**config.mk**
```make
export PLATFORM = sky130hd
export DESIGN_NAME = ysyx_22050550_wbu_flat
export DESIGN_NICKNAME = d
export VERILOG_FILES = /design/src/rtl/ysyx_22050550_wbu_if.sv /design/src/rtl/ysyx_22050550_wbu.sv /design/src/flat_wrapper.sv
export SDC_FILE = /design/constraint.sdc
export NUM_CORES = 1
export LEC_CHECK = 0
export BUFFER_PORTS_ARGS = -buffer_cell sky130_fd_sc_hd__buf_2
export CAP_MARGIN = 0
export CORE_MARGIN = 1
export CORE_UTILIZATION = 45
export DETAILED_ROUTE_END_ITERATION = 7
export GPL_TIMING_DRIVEN = 0
export PLACE_DENSITY = 0.67
export SETUP_SLACK_MARGIN = 0.02
export SLEW_MARGIN = 20
export SYNTH_ARGS = -nofsm -noshare
export SYNTH_HDL_FRONTEND = slang
export SYNTH_SLANG_ARGS = --single-unit
```
**constraint.sdc**
```tcl
create_clock -name clock -period 16 [get_ports clock]
set_clock_uncertainty 0.1 [all_clocks]
set_input_delay 0.8 -clock clock [delete_from_list [all_inputs] [get_ports clock]]
set_output_delay 0.8 -clock clock [all_outputs]
set_load 0.01 [all_outputs]
```
**src/rtl/ysyx_22050550_wbu_if.sv**
```systemverilog
// LS->WB stage handshake bundle: the memory stage drives one instruction's
// retire information per beat, and the write-back stage answers with ready.
interface ysyx_22050550_wbu_if #(
  parameter int DATA_W = 64
);
  logic              in_valid;
  logic              in_ready;
  logic [DATA_W-1:0] in_pc;
  logic [DATA_W-1:0] in_nextpc;
  logic [31:0]       in_inst;
  logic [4:0]        in_rs1;
  logic [4:0]        in_wdaddr;
  logic              in_wen;
  logic [DATA_W-1:0] in_alures;
  logic [DATA_W-1:0] in_lsures;
  logic              in_csrflag;
  logic              in_ecallflag;
  logic              in_mretflag;
  logic              in_ebreak;
  logic              in_abort;
  logic [2:0]        in_func3;

  modport master (
    output in_valid, in_pc, in_nextpc, in_inst, in_rs1, in_wdaddr, in_wen,
           in_alures, in_lsures, in_csrflag, in_ecallflag, in_mretflag,
           in_ebreak, in_abort, in_func3,
    input  in_ready
  );

  modport slave (
    input  in_valid, in_pc, in_nextpc, in_inst, in_rs1, in_wdaddr, in_wen,
           in_alures, in_lsures, in_csrflag, in_ecallflag, in_mretflag,
           in_ebreak, in_abort, in_func3,
    output in_ready
  );
endinterface

```
**src/rtl/ysyx_22050550_wbu.sv**
```systemverilog
// Write-back unit: one-entry retire stage with register-file write, machine
// CSRs (mstatus/mtvec/mepc/mcause), ecall/mret redirect, halt and instret.
module ysyx_22050550_wbu #(
  parameter int DATA_W = 64
) (
  input  logic              clock,
  input  logic              reset,
  ysyx_22050550_wbu_if.slave ls,
  output logic              rf_wen,
  output logic [4:0]        rf_waddr,
  output logic [DATA_W-1:0] rf_wdata,
  output logic              redirect_valid,
  output logic [DATA_W-1:0] redirect_pc,
  output logic              commit_valid,
  output logic [DATA_W-1:0] commit_pc,
  output logic [DATA_W-1:0] commit_nextpc,
  output logic              halt,
  output logic [DATA_W-1:0] instret
);

  localparam logic [11:0] CSR_MSTATUS = 12'h300;
  localparam logic [11:0] CSR_MTVEC   = 12'h305;
  localparam logic [11:0] CSR_MEPC    = 12'h341;
  localparam logic [11:0] CSR_MCAUSE  = 12'h342;
  localparam logic [6:0]  OP_LOAD     = 7'b0000011;
  localparam int          MIE_BIT     = 3;
  localparam int          MPIE_BIT    = 7;

  // Does a CSR op write at all? Set/clear with a zero source leave the CSR alone.
  function automatic logic csr_we(input logic [2:0] f3, input logic [DATA_W-1:0] src);
    case (f3)
      3'b001, 3'b101:                 csr_we = 1'b1;
      3'b010, 3'b011, 3'b110, 3'b111: csr_we = (src != '0);
      default:                        csr_we = 1'b0;
    endcase
  endfunction

  function automatic logic [DATA_W-1:0] csr_apply(input logic [2:0] f3,
                                                  input logic [DATA_W-1:0] old,
                                                  input logic [DATA_W-1:0] src);
    case (f3[1:0])
      2'b01:   csr_apply = src;
      2'b10:   csr_apply = old | src;
      2'b11:   csr_apply = old & ~src;
      default: csr_apply = old;
    endcase
  endfunction

  function automatic logic [DATA_W-1:0] mstatus_trap(input logic [DATA_W-1:0] ms);
    mstatus_trap = ms;
    mstatus_trap[MPIE_BIT] = ms[MIE_BIT];
    mstatus_trap[MIE_BIT] = 1'b0;
    mstatus_trap[12:11] = 2'b11;
  endfunction

  function automatic logic [DATA_W-1:0] mstatus_ret(input logic [DATA_W-1:0] ms);
    mstatus_ret = ms;
    mstatus_ret[MIE_BIT] = ms[MPIE_BIT];
    mstatus_ret[MPIE_BIT] = 1'b1;
    mstatus_ret[12:11] = 2'b00;
  endfunction

  logic              vld_p1;
  logic [DATA_W-1:0] pc_p1;
  logic [DATA_W-1:0] nextpc_p1;
  logic [31:0]       inst_p1;
  logic [4:0]        rs1_p1;
  logic [4:0]        wdaddr_p1;
  logic              wen_p1;
  logic [DATA_W-1:0] alures_p1;
  logic [DATA_W-1:0] lsures_p1;
  logic              csrflag_p1;
  logic              ecall_p1;
  logic              mret_p1;
  logic              ebreak_p1;
  logic              abort_p1;
  logic [2:0]        func3_p1;

  logic [DATA_W-1:0] mstatus;
  logic [DATA_W-1:0] mtvec;
  logic [DATA_W-1:0] mepc;
  logic [DATA_W-1:0] mcause;

  logic              capture;
  logic              retire;
  logic              trap_ecall;
  logic              trap_mret;
  logic              csr_wr;
  logic [11:0]       csr_addr;
  logic [DATA_W-1:0] csr_old;
  logic [DATA_W-1:0] csr_src;
  logic [DATA_W-1:0] csr_new;
  logic              unused_inst_bits;

  assign ls.in_ready = !halt;
  assign capture     = ls.in_valid && ls.in_ready;

  // Stage p0 -> p1: capture the offered instruction into the single entry
  always_ff @(posedge clock) begin
    if (capture) begin
      pc_p1      <= ls.in_pc;
      nextpc_p1  <= ls.in_nextpc;
      inst_p1    <= ls.in_inst;
      rs1_p1     <= ls.in_rs1;
      wdaddr_p1  <= ls.in_wdaddr;
      wen_p1     <= ls.in_wen;
      alures_p1  <= ls.in_alures;
      lsures_p1  <= ls.in_lsures;
      csrflag_p1 <= ls.in_csrflag;
      ecall_p1   <= ls.in_ecallflag;
      mret_p1    <= ls.in_mretflag;
      ebreak_p1  <= ls.in_ebreak;
      abort_p1   <= ls.in_abort;
      func3_p1   <= ls.in_func3;
    end
  end

  // An instruction offered while a redirect retires is on the wrong path.
  always_ff @(posedge clock) begin
    if (reset) vld_p1 <= 1'b0;
    else       vld_p1 <= capture && !redirect_valid;
  end

  // Stage p1: retire the entry combinationally
  assign retire     = vld_p1 && !abort_p1 && !reset;
  assign trap_ecall = retire && ecall_p1;
  assign trap_mret  = retire && mret_p1 && !ecall_p1;
  assign csr_addr   = inst_p1[31:20];
  assign csr_src    = func3_p1[2] ? {{(DATA_W-5){1'b0}}, rs1_p1} : alures_p1;
  assign csr_new    = csr_apply(func3_p1, csr_old, csr_src);
  assign csr_wr     = retire && csrflag_p1 && !ecall_p1 && !mret_p1 &&
                      csr_we(func3_p1, csr_src);

  always_comb begin
    csr_old = '0;
    case (csr_addr)
      CSR_MSTATUS: csr_old = mstatus;
      CSR_MTVEC:   csr_old = mtvec;
      CSR_MEPC:    csr_old = mepc;
      CSR_MCAUSE:  csr_old = mcause;
      default:     csr_old = '0;
    endcase
  end

  assign redirect_valid = trap_ecall || trap_mret;
  assign redirect_pc    = trap_ecall ? mtvec : mepc;

  assign rf_wen   = retire && wen_p1 && (wdaddr_p1 != 5'd0);
  assign rf_waddr = wdaddr_p1;
  always_comb begin
    rf_wdata = alures_p1;
    if (inst_p1[6:0] == OP_LOAD) rf_wdata = lsures_p1;
    else if (csrflag_p1)         rf_wdata = csr_old;
  end

  assign commit_valid  = retire;
  assign commit_pc     = pc_p1;
  assign commit_nextpc = redirect_valid ? redirect_pc : nextpc_p1;

  assign unused_inst_bits = ^inst_p1[19:7];

  always_ff @(posedge clock) begin
    if (reset) begin
      mstatus <= '0;
      mtvec   <= '0;
      mepc    <= '0;
      mcause  <= '0;
    end else if (trap_ecall) begin
      mepc    <= pc_p1;
      mcause  <= DATA_W'(11);
      mstatus <= mstatus_trap(mstatus);
    end else if (trap_mret) begin
      mstatus <= mstatus_ret(mstatus);
    end else if (csr_wr) begin
      case (csr_addr)
        CSR_MSTATUS: mstatus <= csr_new;
        CSR_MTVEC:   mtvec   <= csr_new;
        CSR_MEPC:    mepc    <= csr_new;
        CSR_MCAUSE:  mcause  <= csr_new;
        default:     ;
      endcase
    end
  end

  always_ff @(posedge clock) begin
    if (reset) begin
      halt    <= 1'b0;
      instret <= '0;
    end else begin
      if (retire && ebreak_p1) halt <= 1'b1;
      if (commit_valid)        instret <= instret + DATA_W'(1);
    end
  end

endmodule

```
**src/flat_wrapper.sv**
```systemverilog
// flat-port wrapper written by rule: the top's interface ports become plain ports
module ysyx_22050550_wbu_flat 
#(
  parameter int DATA_W = 64
)
  (clock, reset, rf_wen, rf_waddr, rf_wdata, redirect_valid, redirect_pc, commit_valid, commit_pc, commit_nextpc, halt, instret, ls_in_valid, ls_in_pc, ls_in_nextpc, ls_in_inst, ls_in_rs1, ls_in_wdaddr, ls_in_wen, ls_in_alures, ls_in_lsures, ls_in_csrflag, ls_in_ecallflag, ls_in_mretflag, ls_in_ebreak, ls_in_abort, ls_in_func3, ls_in_ready);
  ysyx_22050550_wbu_if #(.DATA_W(DATA_W)) ls_i ();
  input  logic clock;
  input  logic reset;
  output logic rf_wen;
  output logic [4:0] rf_waddr;
  output logic [DATA_W-1:0] rf_wdata;
  output logic redirect_valid;
  output logic [DATA_W-1:0] redirect_pc;
  output logic commit_valid;
  output logic [DATA_W-1:0] commit_pc;
  output logic [DATA_W-1:0] commit_nextpc;
  output logic halt;
  output logic [DATA_W-1:0] instret;
  input wire logic [$bits(ls_i.in_valid)-1:0] ls_in_valid;
  input wire logic [$bits(ls_i.in_pc)-1:0] ls_in_pc;
  input wire logic [$bits(ls_i.in_nextpc)-1:0] ls_in_nextpc;
  input wire logic [$bits(ls_i.in_inst)-1:0] ls_in_inst;
  input wire logic [$bits(ls_i.in_rs1)-1:0] ls_in_rs1;
  input wire logic [$bits(ls_i.in_wdaddr)-1:0] ls_in_wdaddr;
  input wire logic [$bits(ls_i.in_wen)-1:0] ls_in_wen;
  input wire logic [$bits(ls_i.in_alures)-1:0] ls_in_alures;
  input wire logic [$bits(ls_i.in_lsures)-1:0] ls_in_lsures;
  input wire logic [$bits(ls_i.in_csrflag)-1:0] ls_in_csrflag;
  input wire logic [$bits(ls_i.in_ecallflag)-1:0] ls_in_ecallflag;
  input wire logic [$bits(ls_i.in_mretflag)-1:0] ls_in_mretflag;
  input wire logic [$bits(ls_i.in_ebreak)-1:0] ls_in_ebreak;
  input wire logic [$bits(ls_i.in_abort)-1:0] ls_in_abort;
  input wire logic [$bits(ls_i.in_func3)-1:0] ls_in_func3;
  output wire logic [$bits(ls_i.in_ready)-1:0] ls_in_ready;
  assign ls_i.in_valid = ls_in_valid;
  assign ls_i.in_pc = ls_in_pc;
  assign ls_i.in_nextpc = ls_in_nextpc;
  assign ls_i.in_inst = ls_in_inst;
  assign ls_i.in_rs1 = ls_in_rs1;
  assign ls_i.in_wdaddr = ls_in_wdaddr;
  assign ls_i.in_wen = ls_in_wen;
  assign ls_i.in_alures = ls_in_alures;
  assign ls_i.in_lsures = ls_in_lsures;
  assign ls_i.in_csrflag = ls_in_csrflag;
  assign ls_i.in_ecallflag = ls_in_ecallflag;
  assign ls_i.in_mretflag = ls_in_mretflag;
  assign ls_i.in_ebreak = ls_in_ebreak;
  assign ls_i.in_abort = ls_in_abort;
  assign ls_i.in_func3 = ls_in_func3;
  assign ls_in_ready = ls_i.in_ready;
  ysyx_22050550_wbu #(.DATA_W(DATA_W)) u_core (.clock(clock), .reset(reset), .ls(ls_i), .rf_wen(rf_wen), .rf_waddr(rf_waddr), .rf_wdata(rf_wdata), .redirect_valid(redirect_valid), .redirect_pc(redirect_pc), .commit_valid(commit_valid), .commit_pc(commit_pc), .commit_nextpc(commit_nextpc), .halt(halt), .instret(instret));
endmodule
```
==> metrics.cfg, run 1 <==
[place]
place_area_um2 = 32800
dp_slack_ns = 11.27
dp.final_hpwl_mm = 79.67
place_congestion = 0.9607
dp.cells = 4397
numPortBuffers = 625

[global_routing]
grt_pass1_wl_mm = 152.5
grt_usage = 0.3183
grt-ovfl-total = 0
grt_pass1_vias = 24162
grt_max_degree = 30
antenna_found_initial = 3

[cts]
ctsResizeCount = 0
holdBufCountCts = 0
clk_pin_slew_ns = 0.06
cts_root_buf = clkbuf_16
numCtsBuffers = 69
cts_setup_buffers = 0
htree_levels = 3
tritoncts = built
clockBufferDepth = 3
insertion_delay_ns = 0.63
clock-sinks = 616

[die]
die-area_um2 = 63990
rows = 91
die_w_um = 253.0
fp.dieH_um = 253.0
initial_core_util = 0.4576
io_pins = 640
coreArea_um2 = 61940

[timing]
fin_crit_ns = 5.486
relSlewSlack = 0.1598
worstMarginPinSlew_ns = 1.260
finalCritPeriodShare = 0.3429
rsz0062_at_grt = false
setup_viol = 0
finalHoldViolCount = 0
max_freq_mhz = 182.3
slew_viol_final = 0
setup_ws_ns = 10.51
hold_slack_ns = 0.2426

[layout]
fin_nets = 3942
multi_input_area_um2 = 12010
fillers = 5647
areaGrowthSynthToFinish_pct = 23.51
final_util = 0.5651
drive_above_1_share = 0.2401
seq_area_um2 = 15270
design_area_um2 = 35000
final_cells = 4524

[detailed_routing]
top_layer = met5
met1Wirelength_mm = 42.47
drt-wirelength-per-cell_um = 23.37
drc_errors = 27
wl_mm = 105.7
first_iter_violations = 3035
met2_length_mm = 49.43
drt-pass1-iter-count = 8
viasPerCell = 5.834
ant_nets = 0
num_vias = 26393
wl_met3_mm = 9.564

[logic_synthesis]
synth.distinct_cells = 62
ys_top_cells_by_area = edfxtp_1 31%, dfxtp_1 23%, nand2_1 8.3%, a22o_1 3.6%, a211oi_1 3.4%
netlist_area_um2 = 28340
syn_area_per_cell_um2 = 9.696
synth_nets = 3234
synth-edff-count = 294
ys_ff_latch = 616
yosysWarningCount = 0
synth-main-ff-cell = dfxtp_1
yosysSeqAreaShare = 0.5390
netlist.area_leader.share = 0.3115
synth_top_cell_by_area = edfxtp_1
async_flop_share = 0
synth_cells = 2923

[critical_path]
required_ns = 15.10
critPathKind = reg -> out
critical-path-max-stage-delay_ns = 0.84
cpMostUsedCell = buf_1
crit_slowest_cell = nor4bb_1
worstPathCellList = nor4bb_1 > and2_1 > clkbuf_1 > buf_1 > buf_1 > a22oi_1 > a211oi_1 > a21o_1 > buf_2
timing.rr.end = u_core.mepc[1]
crit_path_start_kind = flop
ff2ff_setup_slack_ns = 11.99
worstRegToRegCells = 8
reg2reg_from = u_core.alures_p1[60]
path_max_fanout = 10
crit_path_end_kind = output pin
cp.arrival_ns = 4.59

[power]
vdd_drop_max_mv = 0.09285
p_leak_nw = 13.56
p_per_area_nw_per_um2 = 103.2

[min_path]
hold_end = u_core.nextpc_p1[49]
hold_start = ls_in_nextpc[49]
hold_class = in -> reg
whs_path_depth = 1

[run_status]
violations = DRC
status = finished with violations

[flow_run]
drv_cap = 0

[where the power goes]
part	total, W	switching (W)	internal [W]
clock	0.00157	0.000674	0.000899
sequential	0.00175	0.0000394	0.00171
combinational	0.000292	0.000182	0.000110
[kinds of logic after synthesis]
logic type | Yosys count | synth area share
DFF | 616 | 0.5390
xor gates and xnor gates | 45 | 0.01391
buffers and inverters | 258 | 0.03757
and+or+nand+nor | 1113 | 0.1693
muxes | 139 | 0.05205
adders and majority gates | 1 | 0.0004414
AOI/OAI and AO/OA | 751 | 0.1878
[how the worst max path moves through the flow]
stage / from / to / slack (ns) / depth (start not counted)
detailed placement: u_core.inst_p1[31] / rf_wdata[15] / 11.27 / 9
finish: u_core.inst_p1[31] / rf_wdata[52] / 10.51 / 9
global route: u_core.inst_p1[31] / rf_wdata[15] / 10.41 / 9
floorplan: ls_in_valid / u_core.abort_p1 / 1.45 / 1
CTS: u_core.inst_p1[31] / rf_wdata[15] / 10.59 / 9
global placement: ls_in_valid / u_core.alures_p1[39] / -4.85 / 2
[cells in the mapped netlist (12+ instances only)]
cell type,n
a211oi_1,128
a21o_1,61
a21oi_1,189
a222oi_1,58
a22o_1,116
a22oi_1,70
and2_1,12
and3_1,13
buf_1,18
buf_2,53
clkbuf_1,167
dfxtp_1,322
edfxtp_1,294
inv_1,12
mux2_2,67
mux2i_1,72
nand2_1,629
nand3_1,24
nand4_1,31
nor2_1,252
nor2b_1,65
nor4_1,22
o21ai_0,89
or3_1,12
xor2_1,37
[through the flow]
| step | power, W | TNS, ns |
|---|---|---|
| after floorplan | 0.001922 | 0 |
| after global placement | 0.002081 | -1413.34 |
| after detailed placement | 0.002066 | 0 |
| after CTS | 0.003626 | 0 |
| after global routing | 0.003704 | 0 |
| final | 0.003612 | 0 |
[flip-flops by register name, indices dropped and copies added, names as in the netlist, 3 cells and up]
register and flops:
u_core.rs1_p1 5, u_core.inst_p1 19, u_core.mstatus 64, u_core.mtvec 64, u_core.mcause 64, u_core.mepc 64, u_core.instret 64, u_core.commit_pc 64
u_core.rf_waddr 5, u_core.func3_p1 3, u_core.lsures_p1 64, u_core.alures_p1 64, u_core.nextpc_p1 64
[cells in the final DEF, fill, tap and decap left out, types with 69 or more instances in the layout]
master	count
a211oi_1	128
a21oi_1	189
a22o_1	116
a22oi_1	70
buf_2	678
clkbuf_1	185
clkbuf_16	69
dfxtp_1	322
edfxtp_1	294
mux2i_1	72
nand2_1	629
nor2_1	252
o21ai_0	89
[critical path: cells and delay by family (launching register included)]
| family | cells | cell delay [ns] |
|---|---|---|
| AOI/OAI and AO/OA | 3 | 0.78 |
| DFF | 1 | 0.39 |
| buffers and inverters | 4 | 1.69 |
| and+or+nand+nor | 2 | 1.09 |
[per-layer routing]
metal  vias up  global-route usage
met5         -                   0
met4         2              0.1281
met1     12739              0.4155
li1      12022                   -
met3       225             0.06425
met2      1405              0.5160
[final cells by class]
| class | instances | area share |
|---|---|---|
| tap | 837 | 0.02992 |
| antenna | 1 | 0.00007149 |
| clock buffer | 99 | 0.05522 |
| clock inverter | 27 | 0.007792 |
| multi-input combinational | 2049 | 0.3431 |
| inverter | 12 | 0.001287 |
| sequential | 616 | 0.4364 |
| buffer | 246 | 0.02920 |
| timing repair buffer | 637 | 0.09708 |
Power figures use the tool's default switching activity.
==> inputs of run 2 (changes only) <==
==> constraint.sdc (replaced) <==
create_clock -name clock -period 5.73 [get_ports clock]
set_clock_uncertainty 0.1 [all_clocks]
set_input_delay 0.2865 -clock clock [delete_from_list [all_inputs] [get_ports clock]]
set_output_delay 0.2865 -clock clock [all_outputs]
set_load 0.01 [all_outputs]
==> run 2 against run 1 <==
Net effect:
- the run still ends with DRC left
- sequential power rose to 2.8 times the previous value
- non-clock buffer count up 296
- register-to-register slack worse by 10 ns
- critical path depth unchanged
- clock-buffer cell count down 3
- clock power rose to 2.9 times the previous value
- die area unchanged
- total power rose to 2.9 times the previous value
- sequential share of layout area down 3.4 points
- global-route usage up 1.8 points
- via count up 4.7%
- critical path type unchanged
- critical endpoint is now rf_wdata[25]
==> metrics.cfg, run 2 (synthesized netlist as in run 1, its figures left out) <==
[global_routing]
grt_max_degree = 30  ; unchanged
grt-ovfl-total = 0  ; unchanged
grt_pass1_vias = 26271  ; +8.7%
grt_pass1_wl_mm = 162.6  ; +6.6%
grt_usage = 0.3366  ; +0.01827
antenna_found_initial = 4  ; +1

[timing]
setup_viol = 0  ; unchanged
fin_crit_ns = 5.025
hold_slack_ns = 0.05008  ; -0.1925 ns
finalHoldViolCount = 0  ; unchanged
rsz0062_at_grt = false
slew_viol_final = 0  ; unchanged
max_freq_mhz = 199.0
relSlewSlack = 0.1842  ; +0.02441
worstMarginPinSlew_ns = 1.224  ; -0.03662 ns
finalCritPeriodShare = 0.8770

[cts]
insertion_delay_ns = 0.63  ; about the same
holdBufCountCts = 294  ; +294
ctsResizeCount = 0  ; unchanged
numCtsBuffers = 69  ; unchanged
cts_root_buf = clkbuf_16
tritoncts = built
clk_pin_slew_ns = 0.05  ; about the same
clockBufferDepth = 3  ; unchanged
cts_setup_buffers = 0  ; unchanged
htree_levels = 3  ; unchanged
clock-sinks = 616  ; unchanged

[critical_path]
timing.rr.end = u_core.mepc[0]
ff2ff_setup_slack_ns = 1.72  ; -10.27 ns
worstPathCellList = nor4_1 > and2_1 > clkbuf_1 > buf_1 > buf_1 > a22oi_1 > a211oi_1 > a21o_1 > buf_2
required_ns = 5.34  ; -9.76 ns
reg2reg_from = u_core.alures_p1[18]
crit_path_end_kind = output pin
crit_slowest_cell = buf_1
path_max_fanout = 10  ; unchanged
critical-path-max-stage-delay_ns = 0.83  ; about the same
cp.arrival_ns = 4.64  ; +0.05 ns
crit_path_start_kind = flop
worstRegToRegCells = 8  ; unchanged
cpMostUsedCell = buf_1
critPathKind = reg -> out

[die]
io_pins = 640  ; unchanged
coreArea_um2 = 61940  ; unchanged
initial_core_util = 0.4576  ; unchanged
rows = 91  ; unchanged
die-area_um2 = 63990  ; unchanged
die_w_um = 253.0  ; unchanged
fp.dieH_um = 253.0  ; unchanged

[place]
dp.final_hpwl_mm = 79.68  ; about the same
place_congestion = 0.9752  ; +1.5%
place_area_um2 = 32790  ; about the same
numPortBuffers = 625  ; unchanged

[layout]
drive_above_1_share = 0.2228  ; -0.01735
fin_nets = 4238  ; +7.5%
layout_commonest_cell = buf_2
design_area_um2 = 38010  ; +8.6%
fillers = 5331  ; -5.6%
areaGrowthSynthToFinish_pct = 34.10
final_cell_mix = 678 x buf_2, 629 x nand2_1, 322 x dfxtp_1, 294 x dlygate4sd3_1, 294 x edfxtp_1

[detailed_routing]
drt-wirelength-per-cell_um = 23.11  ; -1.1%
met2_length_mm = 52.96  ; +7.1%
first_iter_violations = 3443  ; +13%
num_vias = 27633  ; +4.7%
wl_mm = 111.4  ; +5.4%
drc_errors = 5  ; -81%
ant_nets = 0  ; unchanged
viasPerCell = 5.733  ; -1.7%
wl_met3_mm = 9.839  ; +2.9%
top_layer = met5
met1Wirelength_mm = 43.55  ; +2.5%
drt-pass1-iter-count = 8  ; unchanged

[min_path]
hold_class = in -> reg
whs_path_depth = 2  ; +1
hold_end = u_core.nextpc_p1[2]
hold_start = ls_in_valid

[power]
p_per_area_nw_per_um2 = 272.6  ; +160%
p_leak_nw = 14.80  ; +9.2%
vdd_drop_max_mv = 0.2241  ; +140%

[run_status]
status = finished with violations
violations = DRC

[flow_run]
drv_cap = 0  ; unchanged

## run 2: cell types whose count changed in the layout (fill, tap and decap cells not counted), sizes merged
cell | before | now
dlygate4sd3 | 0 | 294
bufinv | 3 | 5
buf | 716 | 718
clkinvlp | 0 | 3
inv | 18 | 16
clkbuf | 266 | 263
## run 2: metrics by stage
stage,worst slack [ns],TNS [ns],cells,util,total power [W]
after floorplan,0.4353,0,2923,-,0.005331
after global placement,-1.608,-461.06,4385,0.5251,0.005758
after detailed placement,1.474,0,4397,0.5294,0.005770
after CTS,0.7930,0,4817,0.6131,0.01035
after global routing,0.5659,0,4819,0.6135,0.01062
final,0.7049,0,4820,0.6136,0.01036
## run 2: layer usage
metal	up-vias	GRT usage
met4	6	0.1506
met3	279	0.07340
met2	1430	0.5519
met5	-	0
met1	13316	0.4248
li1	12602	-
## run 2: how the worst max path moves through the flow
stage                       startpoint                   end  slack, ns  depth (start not counted)
global placement           ls_in_valid  u_core.lsures_p1[42]      -1.61                          2
finish              u_core.inst_p1[27]          rf_wdata[25]       0.70                          9
CTS                 u_core.inst_p1[23]          rf_wdata[59]       0.79                          9
global route        u_core.inst_p1[27]          rf_wdata[46]       0.57                          9
detailed placement  u_core.inst_p1[23]          rf_wdata[59]       1.47                          9
floorplan                  u_core.halt       u_core.abort_p1       0.44                          1
## run 2: area by class of cell
type | instances | area, um2 | share of cell area
inverter | 12 | 45.04 | 0.001185
tap | 837 | 1047 | 0.02756
clock buffer | 96 | 1941 | 0.05106
buffer | 246 | 1023 | 0.02693
antenna | 1 | 2.502 | 0.00006584
sequential | 616 | 15270 | 0.4019
timing repair buffer | 933 | 6360 | 0.1673
multi-input combinational | 2049 | 12010 | 0.3160
clock inverter | 30 | 302.8 | 0.007967
## run 2: worst max-delay path: cells and delay by family, from the launching register on
| family | cells | cell delay, ns |
|---|---|---|
| compound gates | 3 | 0.78 |
| simple gates | 2 | 1.04 |
| buf+inv | 4 | 1.81 |
| flops | 1 | 0.38 |
## run 2: power breakdown
part	internal (W)	switching [W]
registers	0.00477	0.000110
clock network	0.00261	0.00188
logic	0.000438	0.000558
total	0.00781	0.00255
